==> src/rtl/cpu_pkg.sv <==
// cpu_pkg: shared types and defaults for the MIPS core front end.
//   fetch_state_t  - fetch FSM states (REQ, WAIT, DROP)
//   FETCH_RESET_PC - default PC loaded on reset
//   FETCH_PC_STEP  - default sequential PC increment
package cpu_pkg;

  typedef enum logic [1:0] {
    REQ  = 2'd0,  // ready to issue a fetch at pc
    WAIT = 2'd1,  // one live request outstanding
    DROP = 2'd2   // one stale request outstanding; its response is discarded
  } fetch_state_t;

  localparam logic [31:0] FETCH_RESET_PC = 32'h0000_0000;
  localparam logic [31:0] FETCH_PC_STEP  = 32'd4;

endpackage

==> src/rtl/fetch_queue.sv <==
// fetch_queue: synchronous FIFO of {pc, pc_next, instr} entries feeding decode.
//   clk, reset          - clock, synchronous active-high reset
//   push, push_*        - write one entry at the tail
//   pop                 - remove the head entry (caller guarantees non-empty)
//   flush               - empty the queue; wins over push and pop
//   count               - number of valid entries (0..QUEUE_DEPTH)
//   head_valid, head_*  - head entry; data fields read as 0 while empty
// Pointers carry one extra wrap bit so full and empty are distinguishable.
module fetch_queue #(
  parameter int ADDR_WIDTH  = 32,
  parameter int DATA_WIDTH  = 32,
  parameter int QUEUE_DEPTH = 4
) (
  input  logic                         clk,
  input  logic                         reset,
  input  logic                         push,
  input  logic [ADDR_WIDTH-1:0]        push_pc,
  input  logic [ADDR_WIDTH-1:0]        push_pc_next,
  input  logic [DATA_WIDTH-1:0]        push_instr,
  input  logic                         pop,
  input  logic                         flush,
  output logic [$clog2(QUEUE_DEPTH):0] count,
  output logic                         head_valid,
  output logic [ADDR_WIDTH-1:0]        head_pc,
  output logic [ADDR_WIDTH-1:0]        head_pc_next,
  output logic [DATA_WIDTH-1:0]        head_instr
);

  localparam int          PW      = $clog2(QUEUE_DEPTH);
  localparam logic [PW:0] PTR_ONE = {{PW{1'b0}}, 1'b1};

  logic [PW:0]           wr_ptr_q, wr_ptr_d;
  logic [PW:0]           rd_ptr_q, rd_ptr_d;
  logic [PW-1:0]         rd_idx;
  logic [ADDR_WIDTH-1:0] pc_mem      [QUEUE_DEPTH];
  logic [ADDR_WIDTH-1:0] pc_next_mem [QUEUE_DEPTH];
  logic [DATA_WIDTH-1:0] instr_mem   [QUEUE_DEPTH];

  // NOTE: every always_comb output gets a default first, so no path leaves it
  // unassigned and no latch is inferred.
  always_comb begin
    wr_ptr_d = wr_ptr_q;
    rd_ptr_d = rd_ptr_q;
    if (flush) begin
      wr_ptr_d = '0;
      rd_ptr_d = '0;
    end else begin
      if (push) wr_ptr_d = wr_ptr_q + PTR_ONE;
      if (pop)  rd_ptr_d = rd_ptr_q + PTR_ONE;
    end
  end

  // NOTE: state registers use non-blocking assignments so every flop samples
  // the pre-edge values regardless of process ordering.
  always_ff @(posedge clk) begin
    if (reset) begin
      wr_ptr_q <= '0;
      rd_ptr_q <= '0;
    end else begin
      wr_ptr_q <= wr_ptr_d;
      rd_ptr_q <= rd_ptr_d;
    end
  end

  // NOTE: the storage array has no reset; an entry is only ever read after it
  // has been written, and the pointers alone define what is valid.
  always_ff @(posedge clk) begin
    if (push && !flush) begin
      pc_mem[wr_ptr_q[PW-1:0]]      <= push_pc;
      pc_next_mem[wr_ptr_q[PW-1:0]] <= push_pc_next;
      instr_mem[wr_ptr_q[PW-1:0]]   <= push_instr;
    end
  end

  assign rd_idx       = rd_ptr_q[PW-1:0];
  assign count        = wr_ptr_q - rd_ptr_q;
  assign head_valid   = (wr_ptr_q != rd_ptr_q);
  assign head_pc      = head_valid ? pc_mem[rd_idx]      : '0;
  assign head_pc_next = head_valid ? pc_next_mem[rd_idx] : '0;
  assign head_instr   = head_valid ? instr_mem[rd_idx]   : '0;

endmodule

==> src/rtl/fetch_unit.sv <==
// fetch_unit: instruction-fetch front end (PC register, one-outstanding
// instruction-memory port, instruction queue towards decode).
//   clk, reset                    - clock, synchronous active-high reset
//   imem_req/imem_addr/imem_gnt   - request handshake; address held until grant
//   imem_rvalid/imem_rdata        - response, at least one cycle after grant
//   redirect_valid/target         - execute redirect; flushes queue, drops
//                                   any in-flight response
//   instr_valid/instr/instr_pc/instr_pc_next/instr_ready
//                                 - queue head towards decode (valid/ready)
module fetch_unit
  import cpu_pkg::*;
#(
  parameter int                    ADDR_WIDTH  = 32,
  parameter int                    DATA_WIDTH  = 32,
  parameter int                    QUEUE_DEPTH = 4,
  parameter logic [ADDR_WIDTH-1:0] RESET_PC    = ADDR_WIDTH'(FETCH_RESET_PC),
  parameter logic [ADDR_WIDTH-1:0] PC_STEP     = ADDR_WIDTH'(FETCH_PC_STEP)
) (
  input  logic                  clk,
  input  logic                  reset,
  output logic                  imem_req,
  output logic [ADDR_WIDTH-1:0] imem_addr,
  input  logic                  imem_gnt,
  input  logic                  imem_rvalid,
  input  logic [DATA_WIDTH-1:0] imem_rdata,
  input  logic                  redirect_valid,
  input  logic [ADDR_WIDTH-1:0] redirect_target,
  output logic                  instr_valid,
  output logic [DATA_WIDTH-1:0] instr,
  output logic [ADDR_WIDTH-1:0] instr_pc,
  output logic [ADDR_WIDTH-1:0] instr_pc_next,
  input  logic                  instr_ready
);

  localparam int          PW        = $clog2(QUEUE_DEPTH);
  localparam logic [PW:0] DEPTH_CNT = (PW+1)'(QUEUE_DEPTH);

  fetch_state_t          state_q, state_d;
  logic [ADDR_WIDTH-1:0] pc_q, pc_d;
  logic [ADDR_WIDTH-1:0] req_pc_q, req_pc_d;
  logic [PW:0]           q_count;
  logic                  q_push, q_pop, q_flush;
  logic                  granted;

  // Only one request is ever outstanding, so issuing while count < depth means
  // the queue always has room when the response arrives.
  assign imem_req  = !reset && (state_q == REQ) && (q_count != DEPTH_CNT);
  assign imem_addr = pc_q;
  assign granted   = imem_req && imem_gnt;

  always_comb begin
    state_d  = state_q;
    pc_d     = pc_q;
    req_pc_d = req_pc_q;
    q_push   = 1'b0;
    q_flush  = redirect_valid;
    q_pop    = instr_valid && instr_ready && !redirect_valid;

    if (redirect_valid) begin
      pc_d = redirect_target;
      unique case (state_q)
        // A grant in the redirect cycle is stale: pc is not advanced and the
        // response must be thrown away.
        REQ:        state_d = granted ? DROP : REQ;
        WAIT, DROP: state_d = imem_rvalid ? REQ : DROP;
        default:    state_d = REQ;
      endcase
    end else begin
      unique case (state_q)
        REQ: begin
          if (granted) begin
            req_pc_d = pc_q;
            pc_d     = pc_q + PC_STEP;
            state_d  = WAIT;
          end
        end
        WAIT: begin
          if (imem_rvalid) begin
            q_push  = 1'b1;
            state_d = REQ;
          end
        end
        DROP: begin
          if (imem_rvalid) state_d = REQ;
        end
        default: state_d = REQ;
      endcase
    end
  end

  always_ff @(posedge clk) begin
    if (reset) begin
      state_q  <= REQ;
      pc_q     <= RESET_PC;
      req_pc_q <= RESET_PC;
    end else begin
      state_q  <= state_d;
      pc_q     <= pc_d;
      req_pc_q <= req_pc_d;
    end
  end

  fetch_queue #(
    .ADDR_WIDTH (ADDR_WIDTH),
    .DATA_WIDTH (DATA_WIDTH),
    .QUEUE_DEPTH(QUEUE_DEPTH)
  ) u_queue (
    .clk         (clk),
    .reset       (reset),
    .push        (q_push),
    .push_pc     (req_pc_q),
    .push_pc_next(req_pc_q + PC_STEP),
    .push_instr  (imem_rdata),
    .pop         (q_pop),
    .flush       (q_flush),
    .count       (q_count),
    .head_valid  (instr_valid),
    .head_pc     (instr_pc),
    .head_pc_next(instr_pc_next),
    .head_instr  (instr)
  );

  // A response in the same cycle as its grant breaks the memory protocol.
  a_rsp_after_grant: assert property (@(posedge clk) disable iff (reset)
    !(granted && imem_rvalid));

endmodule
==> config.mk <==
export PLATFORM = sky130hd
export DESIGN_NAME = fetch_unit
export DESIGN_NICKNAME = d
export VERILOG_FILES = /design/src/rtl/cpu_pkg.sv /design/src/rtl/fetch_queue.sv /design/src/rtl/fetch_unit.sv
export SDC_FILE = /design/constraint.sdc
export NUM_CORES = 1
export LEC_CHECK = 0
export ABC_AREA = 1
export BUFFER_PORTS_ARGS = -buffer_cell sky130_fd_sc_hd__buf_2
export CAP_MARGIN = 10
export CELL_PAD_IN_SITES_DETAIL_PLACEMENT = 0
export CELL_PAD_IN_SITES_GLOBAL_PLACEMENT = 1
export CORE_ASPECT_RATIO = 0.9
export CORE_MARGIN = 3
export CORE_UTILIZATION = 46
export DETAILED_ROUTE_END_ITERATION = 12
export GPL_TIMING_DRIVEN = 0
export PLACE_DENSITY_LB_ADDON = 0.1
export SLEW_MARGIN = 20
export SYNTH_ARGS = -nofsm -noshare
export SYNTH_HDL_FRONTEND = slang
export SYNTH_SLANG_ARGS = --single-unit
==> constraint.sdc <==
create_clock -name clk -period 7.1 [get_ports clk]
set_clock_uncertainty 0.2 [all_clocks]
set_input_delay 0.355 -clock clk [delete_from_list [all_inputs] [get_ports clk]]
set_output_delay 0.355 -clock clk [all_outputs]
set_load 0.01 [all_outputs]
-- Word-level counts from Yosys, hierarchy flattened
Memory sizes are Yosys's and may differ from the RTL's. A register that Yosys moved wholly into a read port is not among the register bits.
Cells that the tools add are included.
- $mul: 0
- magnitude comparators: 0
- bitwise gates (word level): 1
- shift operators: 0
- reductions and logical operators: 16
- equal/unequal tests: 6
- $add $sub $neg: 5
- div/mod/pow operators: 0
- multiplexer cells: 24
- operator list (cell ; count):
    $mux W32 ; 6
    $add A32 B3 Y32 const B ; 2
    $mux W2 ; 11
    $pmux W2 S2 ; 2
    $add A3 B1 Y3 const B ; 2
    $logic_and A1 B1 Y1 ; 6
    $ne A3 B3 Y1 const B ; 2
    $mux W1 ; 5
    $reduce_and A2 Y1 ; 2
    $reduce_bool A2 Y1 ; 2
    $reduce_or A2 Y1 ; 2
    $ne A3 B1 Y1 const B ; 1
    $ne A3 B3 Y1 ; 1
    $reduce_and A3 Y1 ; 1
    $sub A3 B3 Y3 ; 1
    $eq A2 B1 Y1 const B ; 1
    $eq A2 B2 Y1 const B ; 1
    $logic_not A1 Y1 ; 2
    $logic_not A2 Y1 ; 1
    $not A1 Y1 ; 1
- memories kept: 3
- bits of input ports: 70
- bits in read-only memories: 0
- latch bits: 0
- output and inout bits: 130
- word-level logic and storage cells: 60
- bits in registers: 72
- RAM bits: 384
- memories (memory ; depth ; bits a word ; rd ports ; clocked after Yosys merged registers in ; write ports ; RTL line ; text):
    u_queue.instr_mem ; 4 ; 32 ; 1 ; 1 ; 1 ; fetch_queue.sv:37 ; logic [DATA_WIDTH-1:0] instr_mem [QUEUE_DEPTH];
    u_queue.pc_mem ; 4 ; 32 ; 1 ; 1 ; 1 ; fetch_queue.sv:35 ; logic [ADDR_WIDTH-1:0] pc_mem [QUEUE_DEPTH];
    u_queue.pc_next_mem ; 4 ; 32 ; 1 ; 1 ; 1 ; fetch_queue.sv:36 ; logic [ADDR_WIDTH-1:0] pc_next_mem [QUEUE_DEPTH];

-- Depth between registers and ports, before layout
Gate-level depths: netlist (run 1).
- depth in word-level cells: 7
- gate-level depth with buffers: 14
- depth with buffers taken out: 13

-- Modules after synthesis
From an unflattened synthesis (run 1), not the netlist that was laid out.
- cells, all modules: 2223
- area, all modules: 20852.5 um2
- modules (own cells, without submodules) (module ; times used ; area each (um2) ; sequential area each (um2) ; cells an instance):
    fetch_queue ; 1 ; 16721.0 ; 11691.2 ; 1578
    fetch_unit ; 1 ; 4131.5 ; 1321.3 ; 645

-- Worst setup path after synthesis (run 1)
OpenSTA, ideal clock, no wires.
- path type: input -> register
- start: input port redirect_valid
- end: memory u_queue.instr_mem[3][0], enable pin
- required time: 6.351 ns
- setup time: 0.549 ns
- cell stages on the path: 5
- arrival time: 4.974 ns
- path buffers: 2
- setup slack: 1.376 ns
- cell sequence: buf_2 > inv_1 > buf_2 > nand3_1 > nor2_1
- word-level cells in the longest chain between the ends: 4
- elaborated cells on any way between the ends: 5
- those cells by class: mux: 3; reduce/logical: 2
- ends and longest elaborated chain (element ; RTL line ; text):
    start: declaration ; fetch_unit.sv:26 ; input logic redirect_valid,
    $mux W1 / $logic_not A1 Y1 (equally long branches) ; fetch_unit.sv:59, fetch_queue.sv:68 ;
    $logic_and A1 B1 Y1 * ; fetch_queue.sv:68 ; if (push && !flush) begin
    $mux W1 * ; fetch_queue.sv:68 ;
    $mux W1 (not written as such) * ; fetch_queue.sv:71 ; instr_mem[wr_ptr_q[PW-1:0]] <= push_instr;
    end: declaration ; fetch_queue.sv:37 ;
Mark *: on every way between the ends. The rest lies on a longest branch, timed or not.

-- Final worst setup path (run 1)
- start: register u_queue.wr_ptr_q[0]
- end: output port instr_pc_next[1]
- word-level cells in the longest chain between the ends: 2
- ends and longest elaborated chain (element ; RTL line ; text):
    start: declaration ; fetch_queue.sv:32 ; logic [PW:0] wr_ptr_q, wr_ptr_d;
    start signal: assignment ; fetch_queue.sv:60 ; wr_ptr_q <= wr_ptr_d;
    $ne A3 B3 Y1 ; fetch_queue.sv:77 ; assign head_valid = (wr_ptr_q != rd_ptr_q);
    $mux W32 ; fetch_queue.sv:79 ; assign head_pc_next = head_valid ? pc_next_mem[rd_idx] : '0;
    end: declaration ; fetch_unit.sv:31 ; output logic [ADDR_WIDTH-1:0] instr_pc_next,
No other way between the ends.

==> results of run 1 <==
[power groups by stage]
stage	Combinational [mW]	Sequential (mW)	Clock [mW]
detailed placement	0.226	3.00	0
global route	0.282	2.95	2.55
finish	0.253	2.94	2.40
global placement	0.219	3.00	0
floorplan	0.114	2.98	0
CTS	0.254	2.94	2.44
[layer usage]
metal,part of all wire,vias to the layer above,track usage
li1,-,6908,-
met1,0.45,6683,0.341
met3,0.061,93,0.0382
met4,0.029,0,0.0799
met5,0,-,0
met2,0.46,429,0.380
[Yosys cell counts, types with 5 or more instances]
| master | instances |
|---|---|
| nor2_1 | 476 |
| edfxtp_1 | 376 |
| o21ai_0 | 227 |
| nand2_1 | 172 |
| a21oi_1 | 153 |
| dfxtp_1 | 74 |
| inv_1 | 69 |
| clkbuf_1 | 46 |
| buf_2 | 37 |
| xor2_1 | 34 |
| nand3_1 | 32 |
| o21ai_1 | 16 |
| ha_1 | 12 |
| nor3_1 | 12 |
| nand4_1 | 11 |
| buf_1 | 8 |
| buf_4 | 6 |
| xnor2_1 | 6 |
| nor2_4 | 5 |
| or2_2 | 5 |
[worst max-delay path by stage]
stage / start / endpoint / cells past startpoint
2_1_floorplan: redirect_valid / u_queue.instr_mem[3][0] / 5
3_3_place_gp: redirect_valid / u_queue.pc_next_mem[3][30] / 5
3_5_place_dp: redirect_valid / u_queue.pc_next_mem[3][29] / 9
4_1_cts: u_queue.wr_ptr_q[0] / instr_pc_next[1] / 9
5_1_grt: u_queue.wr_ptr_q[0] / instr_pc_next[1] / 9
6_report: u_queue.wr_ptr_q[0] / instr_pc_next[1] / 9
[worst reg2reg max path, stage by stage, from the launching register on]
cell and delay [ps]:
dfxtp_1 380, ha_1 190, nand3_1 350, nor2_4 680, buf_16 250, buf_16 190
buf_12 200, buf_16 180
[cells by family after synthesis]
logic type	count (synthesis)	synth area share
AO/OA/AOI/OAI	400	0.106
adder cells (fa/ha/maj)	12	0.00788
multiplexers	1	0.000526
flip-flops	450	0.671
XOR/XNOR	40	0.0184
AND/OR/NAND/NOR	740	0.159
buffers and inverters	172	0.0380
[timing repair]
action                    CTS  global route
resized for setup           0             0
hold buffers               64             0
hold endpoints to repair  162             0
[cell usage in the layout, fill, tap and decap left out, types with 53 or more instances in the layout]
| cell type | n |
|---|---|
| nor2_1 | 472 |
| clkbuf_1 | 53 |
| dlygate4sd3_1 | 64 |
| nand2_1 | 172 |
| edfxtp_1 | 376 |
| inv_1 | 69 |
| dfxtp_1 | 74 |
| o21ai_0 | 227 |
| buf_2 | 235 |
| a21oi_1 | 153 |
[registers in the layout (all words and copies together), names as in the netlist, named ones only]
signal and cells:
imem_addr 32, u_queue.pc_next_mem 128, u_queue.rd_ptr_q 3, u_queue.wr_ptr_q 3
state_q 2, u_queue.instr_mem 128, req_pc_q 32, u_queue.pc_mem 120
[area by class of cell]
cell class                      instances  area, µm²  area share
Buffer                                 98        444      0.0191
Tap cell                              540        676      0.0290
Clock buffer                           56       1240      0.0532
Timing Repair Buffer                  280       2060      0.0883
Inverter                               74        279      0.0120
Antenna cell                            1       2.50    0.000107
Multi-Input combinational cell       1193       5580       0.239
Clock inverter                         31        264      0.0113
Sequential cell                       450      12800       0.548
==> out/qor.yml, run 1 <==
detailed_routing:
  dr.pass1.iters: 5
  ant_nets: 0
  drt_iter0_markers: 976
  vias_per_cell: 5.18
  finalWirelength_um: 52400
  route.detailed.drc: 0
  via_count: 14113
  wl_per_cell_um: 19.2
sta:
  min_period_over_period: 0.533
  timing.final.hold_violations: 0
  setup_viol: 0
  worst_hold_slack_ps: 31.4
  fin_crit_ps: 3780
  fin_ws_ps: 3320
  fin_tns_setup_ps: 0
  rsz0062_at_grt: "no"
  slew_headroom: 0.375
  max_freq_mhz: 264
  final_max_slew_viol_count: 0
  worst_pin_slew_ps: 935
global_routing:
  grt_pass1_wl_um: 79200
  grt_max_degree: 24
  grt_pass1_vias: 13463
  grt.total_usage: 0.240
  antenna_found_initial: 1
  grt-ovfl-total: 0
die:
  die_h_um: 199
  core_area_mm2: 0.0407
  initial_core_util: 0.468
  ios: 200
  die-area_mm2: 0.0439
  die_x_um: 220
  rows: 70
clock_network:
  cts_tree: "done"
  post_cts_buffers: 0
  cts_root_buffer: "clkbuf_16"
  clock_latency_ps: 570
  htreeDepth: 2
  numCtsBuffers: 47
  clock-sinks: 450
  clockBufferDepth: 3
  cts.clk_slew.worst_paths_ps: 60
power:
  netSwitchingFraction: 0.217
  power_density_mw_per_mm2: 240
  p_comb_frac: 0.045
  p_switching_mw: 1.21
  p_int_mw: 4.38
  ir_drop_v: 0.000181
  clkPwrFrac: 0.429
  power.total_mw: 5.59
  seq_power_share: 0.526
  power.leakage_nw: 8.71
worst_hold_path:
  min_to: "u_queue.rd_ptr_q[1]"
  hold_depth: 5
  min-delay-path-class: "input port to flip-flop"
  min_from: "instr_ready"
flow_run:
  maxCapViolCount: 0
yosys:
  avgSynthCellArea_um2: 10.5
  syn_area_mm2: 0.0190
  synth_ff_type: "edfxtp_1"
  synth_edf_count: 376
  seq_area_frac_synth: 0.671
  yosys.area.top_type_share: 0.593
  synth_area_leaders: "edfxtp_1 (59%), nor2_1 (9.4%), dfxtp_1 (7.8%), o21ai_0 (6.0%), a21oi_1 (4.0%)"
  async_reset_ff_frac: 0
  syn_inst: 1815
  post-synth-top-area-cell: "edfxtp_1"
  ys_warn_count: 0
  synth_nets: 1897
  ys_ff_latch: 450
  synth.distinct_cells: 37
critical_path:
  crit_buf_inv: 5
  worstPathArrival_ps: 3230
  r2r-start: "state_q[0]"
  ff2ff_path_depth: 7
  start_kind: "flip-flop"
  slowest_delay_ps: 720
  slowest_stage: "nor2_1"
  end_kind: "primary output"
  worstPathCellList: "inv_1, ha_1, nand2_1, nor2_1, buf_2, buf_2, a21oi_1, buf_4, buf_2"
  reg2reg_slack_ps: 4170
  cpMostUsedCell: "buf_2"
  crit_type: "flip-flop to primary output"
  cp_top_family: "buffers and inverters"
  worstPathRequired_ps: 6550
  reg2reg_to: "u_queue.pc_next_mem[3][28]"
  crit_fanout: 10
finish:
  syn_to_final_growth_pct: 22.4
  utilization: 0.573
  final_cells: 2723
  nNetsFinal: 2226
  nFillCells: 3480
  drive_above_1_share: 0.165
  fin_area_mm2: 0.0233
placed_design:
  portBuffers: 198
  place_inst: 2571
  place_congestion: 0.843
  place_area_mm2: 0.0212
  dp_hpwl_um: 36400
  dp_slack_ps: 3640
outcome:
  outcome: "complete, no violations"
Note: power is estimated with default switching activity, not from simulation.
==> run 2: changes to the inputs <==
Settings changed: CORE_UTILIZATION 46 to 42.
Clock period 7.1 ns to 3.21 ns, I/O delays scaled along.
==> out/qor.yml, run 2 (synthesis gave the netlist of run 1 again) <==
outcome:
  outcome: "complete, no violations"
power:
  ir_drop_v: 0.000329
  p_switching_mw: 2.70
  power.leakage_nw: 8.84
  clkPwrFrac: 0.435
  netSwitchingFraction: 0.215
  p_comb_frac: 0.046
  power_density_mw_per_mm2: 531
  seq_power_share: 0.519
  p_int_mw: 9.83
  power.total_mw: 12.5
finish:
  drive_above_1_share: 0.172
  final_common_cell: "nor2_1"
  utilization: 0.531
  mostFrequentLayoutCells: "nor2_1 (471), edfxtp_1 (376), buf_2 (233)"
  syn_to_final_growth_pct: 24.1
  antenna_cells: 0
  nNetsFinal: 2243
  fin_area_mm2: 0.0236
  final_cells: 2798
die:
  die_x_um: 230
  die_h_um: 208
  core_area_mm2: 0.0445
  rows: 73
  die-area_mm2: 0.0479
  ios: 200
  initial_core_util: 0.428
clock_network:
  clockBufferDepth: 3
  cts_root_buffer: "clkbuf_16"
  clock_latency_ps: 580
  clock-sinks: 450
  htreeDepth: 2
  cts.clk_slew.worst_paths_ps: 60
  cts_tree: "done"
  numCtsBuffers: 48
placed_design:
  portBuffers: 198
  place_inst: 2631
  dp_hpwl_um: 37500
  place_congestion: 0.903
  dp_slack_ps: 75.8
  place_area_mm2: 0.0212
sta:
  rsz0062_at_grt: "no"
  slew_headroom: 0.507
  timing.final.hold_violations: 0
  worst_pin_slew_ps: 737
  fin_ws_ps: 153
  worst_hold_slack_ps: 50.4
  fin_tns_setup_ps: 0
  max_freq_mhz: 327
  final_max_slew_viol_count: 0
  setup_viol: 0
  fin_crit_ps: 3060
  min_period_over_period: 0.952
critical_path:
  start_kind: "flip-flop"
  end_kind: "primary output"
  worstPathArrival_ps: 2700
  crit_fanout: 10
  crit_type: "flip-flop to primary output"
  ff2ff_path_depth: 12
  worstPathRequired_ps: 2850
detailed_routing:
  wl_per_cell_um: 19.3
  finalWirelength_um: 53900
  via_count: 14351
  ant_nets: 0
  vias_per_cell: 5.13
  drt_iter0_markers: 1145
  dr.pass1.iters: 5
  route.detailed.drc: 0
global_routing:
  antenna_found_initial: 0
  grt.total_usage: 0.224
  grt-ovfl-total: 0
  grt_pass1_vias: 13843
  grt_pass1_wl_um: 83000
  grt_max_degree: 24
flow_run:
  maxCapViolCount: 0
worst_hold_path:
  hold_depth: 3
  min-delay-path-class: "input port to flip-flop"
==> run 2: cell types whose count changed in the layout (fill, tap and decap cells not counted), sizes merged <==
cell         before  now
clkinvlp          2    1
dlygate4sd3      64   79
diode             1    0
clkinv           24   16
inv              75   76
buf             268  269
clkbuf          102  110
==> run 2: power groups by stage <==
stage	Sequential, mW	Clock (mW)	Combinational [mW]
2_1_floorplan	6.60	0	0.253
3_3_place_gp	6.63	0	0.490
4_1_cts	6.50	5.56	0.580
6_report	6.51	5.45	0.581
5_1_grt	6.51	5.82	0.644
3_5_place_dp	6.63	0	0.502
==> run 2: worst paths after layout <==
path,startpoint,end,slack [ps]
worst max-delay path,flip-flop,instr[22],150
worst min-delay path,reset,imem_addr[4],50
worst max register to register,u_queue.rd_ptr_q[1],imem_addr[31],200
worst min register to register,imem_addr[0],imem_addr[0],280
==> run 2: metal layers <==
metal	global-route usage	up-vias	wire length (µm)
met5	0	-	0
met1	0.322	6872	24800
li1	-	6964	-
met2	0.351	436	24400
met4	0.0623	0	1400
met3	0.0415	79	3270
==> run 2: layout make-up <==
class / count / area, µm²
fill: 4035 / 20900
tap: 600 / 751
clock buffer: 64 / 1320
clock inverter: 23 / 220
multi-input combinational: 1193 / 5590
timing repair buffer: 297 / 2230
buffer: 97 / 465
sequential: 450 / 12800
inverter: 74 / 279
==> run 2: critical path: stages, from the launching register on <==
cell      delay, ps
dfxtp_1         300
buf_2           240
inv_2           270
clkbuf_4        330
clkbuf_1        400
o21ai_0         160
a21oi_1         240
buf_2           180
==> run 2: repair_timing <==
item                       in CTS  in global routing
setup endpoints to repair      97                 22
setup buffers                   0                  2
resized for setup              14                  9
hold endpoints to repair      173                  0
hold buffers                   79                  0
pin swaps                       0                  1
==> run 3: changes to the inputs <==
==> constraint.sdc (replaced) <==
create_clock -name clk -period 3.21 [get_ports clk]
set_clock_uncertainty 0.2 [all_clocks]
set_input_delay 0.642 -clock clk [delete_from_list [all_inputs] [get_ports clk]]
set_output_delay 0.642 -clock clk [all_outputs]
set_load 0.01 [all_outputs]
==> out/qor.yml, run 3 (synthesis gave the netlist of run 1 again) <==
outcome:
  outcome: "complete, no violations"
critical_path:
  start_kind: "flip-flop"
  ff2ff_path_depth: 9
  end_kind: "primary output"
  worstPathRequired_ps: 2370
  reg2reg_slack_ps: 290
  crit_type: "flip-flop to primary output"
  worstPathArrival_ps: 2310
  crit_fanout: 10
detailed_routing:
  route.detailed.drc: 0
  vias_per_cell: 5.17
  via_count: 14042
  dr.pass1.iters: 5
  drt_iter0_markers: 1021
  ant_nets: 0
  finalWirelength_um: 54000
  wl_per_cell_um: 19.9
global_routing:
  antenna_found_initial: 0
  grt.total_usage: 0.223
  grt_max_degree: 23
  grt_pass1_wl_um: 82300
  grt_pass1_vias: 13481
  grt-ovfl-total: 0
clock_network:
  clockBufferDepth: 3
  cts_root_buffer: "clkbuf_16"
  htreeDepth: 2
  numCtsBuffers: 47
  clock-sinks: 450
  cts.clk_slew.worst_paths_ps: 60
  clock_latency_ps: 580
  cts_tree: "done"
power:
  ir_drop_v: 0.000314
  p_int_mw: 9.42
  power.leakage_nw: 8.55
  p_switching_mw: 2.67
  clkPwrFrac: 0.419
  netSwitchingFraction: 0.221
  p_comb_frac: 0.043
  seq_power_share: 0.538
  power_density_mw_per_mm2: 525
finish:
  utilization: 0.518
  drive_above_1_share: 0.198
  nNetsFinal: 2163
  mostFrequentLayoutCells: "nor2_1 (471), edfxtp_1 (376), buf_2 (222)"
  antenna_cells: 0
  final_common_cell: "nor2_1"
  syn_to_final_growth_pct: 20.9
sta:
  fin_crit_ps: 3150
  rsz0062_at_grt: "yes"
  setup_viol: 0
  slew_headroom: 0.492
  min_period_over_period: 0.982
  max_freq_mhz: 317
  worst_hold_slack_ps: 67.8
  worst_pin_slew_ps: 760
  final_max_slew_viol_count: 0
  timing.final.hold_violations: 0
die:
  die_h_um: 208
  initial_core_util: 0.428
  die-area_mm2: 0.0479
  die_x_um: 230
  core_area_mm2: 0.0445
  rows: 73
  ios: 200
placed_design:
  place_congestion: 0.905
  portBuffers: 198
  dp_hpwl_um: 37500
flow_run:
  maxCapViolCount: 0
worst_hold_path:
  min-delay-path-class: "input port to flip-flop"
  hold_depth: 1
[run 3: power by group through the flow]
| stage | clock, mW | combinational (mW) | sequential, mW |
|---|---|---|---|
| 2_1_floorplan | 0 | 0.257 | 6.60 |
| 3_3_place_gp | 0 | 0.491 | 6.63 |
| 3_5_place_dp | 0 | 0.504 | 6.63 |
| 4_1_cts | 5.16 | 0.516 | 6.51 |
| 5_1_grt | 5.41 | 0.571 | 6.52 |
| 6_report | 5.07 | 0.514 | 6.51 |
[run 3: cell type report]
cell class                 instances  area [µm²]
buffer                            97         582
fill                            3976       21500
tap                              600         751
clock inverter                    21         133
multi-input combinational       1193        5740
timing repair buffer             218        1480
sequential                       450       12800
clock buffer                      65        1270
inverter                          74         284
[run 3: what timing repair did]
item / in CTS / in global routing
gates resized for setup: 80 / 40
buffers inserted: 1 / 0
endpoints found under the setup margin: 97 / 68
pin swaps: 1 / 0
endpoints found under the hold margin: 0 / 0
hold buffers: 0 / 0
[run 3: critical path: stages (launching register included)]
cell,delay [ps]
dfxtp_1,300
buf_6,170
inv_4,170
buf_4,250
clkbuf_2,260
o21ai_0,170
a21oi_2,230
buf_2,170
[run 3: stage by stage]
stage / cells / setup WS (ps) / setup TNS (ps) / instance area (µm²) / total power, mW
2_1_floorplan: 1815 / 2.50 / 0 / 19100 / 6.85
3_3_place_gp: 2613 / -1280 / -473140 / 20800 / 7.12
3_5_place_dp: 2632 / -311 / -12260 / 21300 / 7.13
4_1_cts: 2718 / -2.24 / -2.24 / 23000 / 12.2
5_1_grt: 2718 / -39.0 / -298 / 23000 / 12.5
6_report: 2718 / 57.8 / 0 / 23000 / 12.1
[run 3: worst paths after layout]
check                                    start                         end
worst max-delay path                 flip-flop                instr_pc[22]
worst min-delay path            imem_rdata[10]    u_queue.instr_mem[0][10]
worst max register to register      state_q[1]  u_queue.pc_next_mem[2][26]
worst min register to register    imem_addr[0]                imem_addr[0]
[run 3: layer usage]
metal | up-vias | part of all wire | wire length, µm | GRT usage
met5 | - | 0 | 0 | 0
met4 | 0 | 0.018 | 993 | 0.0531
met3 | 69 | 0.053 | 2860 | 0.0312
met2 | 400 | 0.46 | 24800 | 0.358
met1 | 6792 | 0.47 | 25300 | 0.324
li1 | 6781 | - | - | -
